$ cat src/rtl/uart_index_receiver.sv
// Module-side decoder for two-byte sine-index UART frames: ID filter, range check,
// parity/timeout fault detection and a saturating fault counter.
module uart_index_receiver #(
    parameter logic [3:0] MODULE_ID    = 4'd1,
    parameter logic [3:0] BROADCAST_ID = 4'hF,
    parameter int         SINE_LEN     = 4096,
    parameter int         BYTE_TIMEOUT = 4800
) (
    input  logic        clk,
    input  logic        reset,
    input  logic [7:0]  rx_byte,
    input  logic        rx_done,
    input  logic        parity_error,
    output logic [11:0] sin_index,
    output logic        index_valid,
    output logic        frame_error,
    output logic [7:0]  error_count
);

    localparam int              CW         = $clog2(BYTE_TIMEOUT + 1);
    localparam logic [12:0]     SINE_LEN_C = 13'(SINE_LEN);
    localparam logic [CW-1:0]   TMO_LIMIT  = CW'(BYTE_TIMEOUT);

    typedef enum logic [0:0] {
        WAIT_HIGH = 1'b0,
        WAIT_LOW  = 1'b1
    } state_t;

    state_t         state_r, state_s;
    logic [3:0]     id_r, id_s;
    logic [3:0]     hi_r, hi_s;
    logic [CW-1:0]  tmo_cnt_r, tmo_cnt_s, tmo_inc_s;
    logic [11:0]    sin_index_r, sin_index_s, idx_s;
    logic           index_valid_r, index_valid_s;
    logic           frame_error_r, frame_error_s;
    logic [7:0]     error_count_r, error_count_s;
    logic           id_match_s;

    function automatic logic [7:0] sat_inc8(input logic [7:0] value);
        if (value == 8'hFF) begin
            sat_inc8 = value;
        end else begin
            sat_inc8 = value + 8'd1;
        end
    endfunction

    // Frame reassembly, filtering, range check and timeout decisions
    always_comb begin
        state_s       = state_r;
        id_s          = id_r;
        hi_s          = hi_r;
        tmo_cnt_s     = tmo_cnt_r;
        sin_index_s   = sin_index_r;
        index_valid_s = 1'b0;
        frame_error_s = 1'b0;
        idx_s         = {hi_r, rx_byte};
        id_match_s    = (id_r == MODULE_ID) || (id_r == BROADCAST_ID);
        tmo_inc_s     = tmo_cnt_r + CW'(1);

        case (state_r)
            WAIT_HIGH: begin
                if (rx_done) begin
                    if (parity_error) begin
                        frame_error_s = 1'b1;
                    end else begin
                        id_s      = rx_byte[7:4];
                        hi_s      = rx_byte[3:0];
                        tmo_cnt_s = '0;
                        state_s   = WAIT_LOW;
                    end
                end else begin
                    state_s = WAIT_HIGH;
                end
            end
            WAIT_LOW: begin
                if (rx_done) begin
                    // A byte arriving on the limit cycle still completes the frame
                    state_s = WAIT_HIGH;
                    if (parity_error) begin
                        frame_error_s = 1'b1;
                    end else if (!id_match_s) begin
                        frame_error_s = 1'b0;
                    end else if ({1'b0, idx_s} >= SINE_LEN_C) begin
                        frame_error_s = 1'b1;
                    end else begin
                        sin_index_s   = idx_s;
                        index_valid_s = 1'b1;
                    end
                end else begin
                    tmo_cnt_s = tmo_inc_s;
                    if (tmo_inc_s == TMO_LIMIT) begin
                        frame_error_s = 1'b1;
                        state_s       = WAIT_HIGH;
                    end else begin
                        state_s = WAIT_LOW;
                    end
                end
            end
            default: begin
                state_s = WAIT_HIGH;
            end
        endcase

        if (frame_error_s) begin
            error_count_s = sat_inc8(error_count_r);
        end else begin
            error_count_s = error_count_r;
        end
    end

    // State and output registers
    always_ff @(posedge clk or negedge reset) begin
        if (!reset) begin
            state_r       <= WAIT_HIGH;
            id_r          <= 4'd0;
            hi_r          <= 4'd0;
            tmo_cnt_r     <= '0;
            sin_index_r   <= 12'd0;
            index_valid_r <= 1'b0;
            frame_error_r <= 1'b0;
            error_count_r <= 8'd0;
        end else begin
            state_r       <= state_s;
            id_r          <= id_s;
            hi_r          <= hi_s;
            tmo_cnt_r     <= tmo_cnt_s;
            sin_index_r   <= sin_index_s;
            index_valid_r <= index_valid_s;
            frame_error_r <= frame_error_s;
            error_count_r <= error_count_s;
        end
    end

    assign sin_index   = sin_index_r;
    assign index_valid = index_valid_r;
    assign frame_error = frame_error_r;
    assign error_count = error_count_r;

endmodule

$ cat config.mk
export PLATFORM = sky130hd
export DESIGN_NAME = uart_index_receiver
export DESIGN_NICKNAME = d
export VERILOG_FILES = /design/src/rtl/uart_index_receiver.sv
export SDC_FILE = /design/constraint.sdc
export NUM_CORES = 1
export LEC_CHECK = 0
export CAP_MARGIN = 20
export CORE_UTILIZATION = 53
export CTS_CLUSTER_SIZE = 10
export DETAILED_ROUTE_END_ITERATION = 8
export MAX_ROUTING_LAYER = met4
export PLACE_DENSITY = 0.87
export SYNTH_ARGS = -nofsm -noshare
export SYNTH_HDL_FRONTEND = slang
export SYNTH_SLANG_ARGS = --single-unit
$ cat constraint.sdc
create_clock -name clk -period 2.9 [get_ports clk]
set_input_delay 0.435 -clock clk [delete_from_list [all_inputs] [get_ports clk]]
set_output_delay 0.435 -clock clk [all_outputs]
set_load 0.01 [all_outputs]
Yosys cells after proc, flatten, opt, wreduce, memory -nomap -nowiden

Index checks and enable logic that the tools add are counted.

Reduce and logical (&&, ||, !) cells: 5
Equal/unequal tests: 7
Bitwise logic cells: 3
$add $sub $neg: 2
Muxes and demuxes: 18

Operators with widths:

| kind                                                                  | count |
|---|---|
| 13-bit 2-to-1 mux                                                     | 3 |
| 13-bit one-hot mux with 2 select lines                                | 1 |
| 13-bit by 1-bit adder with 13-bit output, second input constant       | 1 |
| 13-bit equality test, second input constant                           | 1 |
| 1-bit 2-to-1 mux                                                      | 12 |
| 8-bit by 1-bit adder with 8-bit output, second input constant         | 1 |
| 8-bit equality test, second input constant                            | 1 |
| 2-bit != test, second input constant                                  | 3 |
| 3-bit AND reduction                                                   | 2 |
| 4-bit by 1-bit equality test with 1-bit output, second input constant | 1 |
| 4-bit equality test, second input constant                            | 1 |
| 1-bit one-hot mux with 2 select lines                                 | 2 |
| 4-bit AND reduction                                                   | 1 |
| 1-bit NOT                                                             | 3 |
| 2-bit AND reduction                                                   | 1 |
| 1-bit logical OR                                                      | 1 |

Output and inout port bits: 22
Logic and storage cells: 43
Input bits: 12
Register bits after elaboration: 44

Longest topological paths before layout

Word-level depth: 6
Depth in mapped cells: 7
Gate-level depth less buffers: 7

Worst setup path after synthesis

OpenSTA, ideal clock, no wires.

Path kind: register -> register
Start: register tmo_cnt_r[0]
End: register error_count_r[1] (netlist: error_count[1])
Stages on the path, launching flop included: 8
Required time: 2775 ps
Path buffers: 0
Arrival: 2340 ps
Clock period less this slack: 2465 ps
Path slack: 435 ps
Setup time: 125 ps
Path through: dfrtp_1 > ha_1 > or4b_1 > o31a_1 > a32oi_2 > nand4_4 > a21oi_1 > mux2_2

Word-level cells in the longest chain between the ends: 6

Ends and longest elaborated chain:

| element                                  | line | source |
|---|---|---|
| start: declaration                       | 32   | `logic [CW-1:0] tmo_cnt_r, tmo_cnt_s, tmo_inc_s;` |
| start signal: assignment                 | 126  | `tmo_cnt_r <= tmo_cnt_s;` |
| 13-bit by 1-bit adder with 13-bit output | 58   | `tmo_inc_s = tmo_cnt_r + CW'(1);` |
| 13-bit equality test                     | 91   | `if (tmo_inc_s == TMO_LIMIT) begin` |
| 1-bit 2-to-1 mux                         | 91   |  |
| 1-bit 2-to-1 mux                         | 76   | `if (rx_done) begin` |
| 1-bit one-hot mux with 2 select lines    | 60   | `case (state_r)` |
| 2-bit AND reduction (no source line)     | --   |  |
| end signal: assignment                   | 130  | `error_count_r <= error_count_s;` |
| end: declaration                         | 36   | `logic [7:0] error_count_r, error_count_s;` |

No other way between the ends.
A chain may end at the register's enable or synchronous reset.

Final worst setup path

Same ends and word-level chain as after synthesis.

==> results.tsv <==
metric	value	unit
p_total	1.93	mW
syn_to_final_growth	21.5	%
pin_count	34	
root_buffer	clkbuf_8	
r2r_setup_slack	180	ps
ys_seq_elements	44	
drt_iter0_markers	75	
crit_path_max_fanout	9	
crit_chain	ha_1 > or4b_1 > o31a_1 > a32oi_2 > nand4_4 > a21oi_1 > mux2_2	
num_vias	1632	
hold_path_class	in -> async	
final_cell_mix	44 x dfrtp_1, 32 x clkdlybuf4s50_1, 21 x o21ai_0, 21 x mux2_2	
drv_cap	0	
path_delay_family	simple AND/OR/NAND/NOR gates	
dp_hpwl	2.85	mm
num-nets-final	245	
slowest_stage	or4b_1	
tightestPinTransition	936	ps
grt_pass1_vias	1571	
synth_area_per_cell	11.1	sq um
diodes	0	
post_cts_buffers	0	
powerDensity	728	mW/mm^2
min_period_over_period	93.8	%
finalMaxSlewViolations	0	
fin_util	69.6	%
drive_gt1_share	18.6	%
die_y	66.1	microns
grt_pass1_wl	7.29	mm
relSlewSlack	37.6	%
cp-start-kind	flip-flop	
hold_viol_final	0	
die_w	66.1	microns
numCtsBuffers	5	
place_area	0.00253	sq mm
yosysWarnings	0	
gr-usage-all-layers	23.1	%
internal-power	1.36	mW
grt_max_degree	45	
cts_num_sinks	44	
fin_crit	2720	ps
ant_nets	0	
fmax	367	MHz
antenna_found_initial	0	
synth_cell_types	43	
overflow	0	
final_cells	279	
crit-reg2reg-capture	error_count[1]	
setup_viol	0	
io_buffers	33	
coreArea	0.00380	sq mm
critPathMaxStageDelay	580	ps
peakVddDrop	0.524	mV
cts_resized	0	
final_common_cell	dfrtp_1	
status	finished, final reports clean	
htree_levels	2	
place_ws	280	ps
tritoncts	done	
p_clk_share	24.0	%
worstSetupPathType	reg -> reg	
power.leakage	1.09	nW
rows	22	
finalSetupTns	0	ps
clk_transition_reported_paths	80	ps
num-fill-cells	272	
synthesis.instances	196	
drc_errors	0	
initial_core_util	57.3	%
syn-num-nets	211	
clockBufferDepth	2	
timing.rr.start	tmo_cnt_r[0]	
combPwrFrac	29.9	%
switching_share	29.2	%
timing.final.ws_setup	179	ps
p_sw	0.563	mW
ys_seq_area_share	50.6	%
rsz0062_at_grt	no	
finalInstanceArea	0.00264	sq mm
wl	4.16	mm
reg2reg_depth	7	
syn_area	0.00218	sq mm
viasPerCell	5.85	
dieArea	0.00437	sq mm
worst-path-buf-inv	0	
pwr-share-seq	46.1	%
hold_buffers	0	
cp_num_cells	7	
gp_congestion	0.820	
place_inst	271	
endpoint_kind	flip-flop	
arrival	2910	ps
crit_required	3080	ps
insertion_delay	300	ps
skew	6.43	ps
holdWs	276	ps
routedWlPerCell	14.9	microns
drtPass1Iterations	4	
==> metal layers <==
layer	vias to the layer above	GRT usage [%]	part of all wire [%]
li1	780	-	-
met3	10	6.55	6.0
met2	52	35.5	47
met5	-	-	0
met4	0	7.98	2.0
met1	790	29.3	45
==> sequential cells by signal, indices dropped and copies added (netlist names) <==
| name | cells |
|---|---|
| hi_r | 4 |
| index_valid | 1 |
| tmo_cnt_r | 13 |
| frame_error | 1 |
| sin_index | 12 |
| error_count | 8 |
| state_r | 1 |
| id_r | 4 |
==> synth_stat cells <==
library cell | instances | area share [%]
a2bb2oi_1 | 1 | 0.40
nand3_1 | 9 | 2.1
a32oi_2 | 1 | 0.75
nor3_1 | 1 | 0.23
mux2i_1 | 1 | 0.46
o2111ai_1 | 1 | 0.40
dfrtp_1 | 44 | 51
a21oi_1 | 4 | 0.92
and3b_1 | 1 | 0.40
xor2_1 | 6 | 2.4
o211ai_1 | 1 | 0.35
a211oi_1 | 3 | 1.0
o21ai_0 | 21 | 4.8
mux2_2 | 21 | 11
o31a_1 | 1 | 0.40
nand4_1 | 4 | 1.1
and3_1 | 2 | 0.57
a2111oi_4 | 1 | 1.3
o21ai_2 | 1 | 0.40
nand4b_1 | 1 | 0.40
buf_6 | 2 | 1.0
and4b_1 | 1 | 0.46
and2_1 | 2 | 0.57
nor2_1 | 15 | 2.6
nor3b_1 | 2 | 0.69
a41oi_1 | 1 | 0.40
nand2b_1 | 4 | 1.1
or4b_1 | 1 | 0.46
and3_2 | 2 | 0.69
ha_1 | 3 | 1.7
nor2b_1 | 2 | 0.57
nand3_4 | 1 | 0.81
or3_1 | 2 | 0.57
a31oi_1 | 2 | 0.57
o22ai_1 | 1 | 0.29
or4b_4 | 1 | 0.63
nand4_4 | 1 | 0.98
clkbuf_1 | 5 | 0.86
o31ai_1 | 3 | 1.0
buf_2 | 2 | 0.46
o21bai_1 | 1 | 0.35
or2_2 | 2 | 0.57
nand2_1 | 15 | 2.6
==> how the worst max path moves through the flow <==
stage	slack, ps	to	start
after floorplan	440	error_count[1]	tmo_cnt_r[0]
after global placement	350	error_count[1]	tmo_cnt_r[0]
after detailed placement	280	error_count[1]	tmo_cnt_r[0]
after CTS	170	error_count[1]	tmo_cnt_r[0]
after global routing	50	error_count[1]	tmo_cnt_r[0]
final	180	error_count[1]	tmo_cnt_r[0]
==> layout make-up <==
class / instances / area (sq um) / share of cell area (%)
clock buffer: 5 / 68.8 / 2.60
clock inverter: 3 / 42.5 / 1.61
multi-input combinational: 143 / 1020 / 38.7
sequential: 44 / 1100 / 41.6
tap: 48 / 60.1 / 2.27
timing repair buffer: 36 / 348 / 13.2
==> worst register-to-register path: stages (launching register included) <==
cell and delay [ps]:
dfrtp_1 460, ha_1 320, or4b_1 580, o31a_1 150, a32oi_2 240, nand4_4 210, a21oi_1 290, mux2_2 360
==> power by group through the flow <==
stage / Clock [mW] / Sequential [mW] / Combinational, mW
after CTS: 0.470 / 0.889 / 0.583
after global placement: 0 / 0.889 / 0.566
final: 0.463 / 0.888 / 0.575
after floorplan: 0 / 0.931 / 0.230
after detailed placement: 0 / 0.898 / 0.577
after global routing: 0.500 / 0.913 / 0.624
==> cells by family after synthesis <==
kind of cell               Yosys count  share of synthesized area [%]
adders and majority gates            3                           1.73
DFF                                 44                           50.6
AOI/OAI and AO/OA                   43                           13.4
muxes                               22                           11.3
buffers and inverters                9                           2.36
and+or+nand+nor                     69                           18.2
xor gates and xnor gates             6                           2.42
No activity file was read; power rests on OpenSTA's default activity.
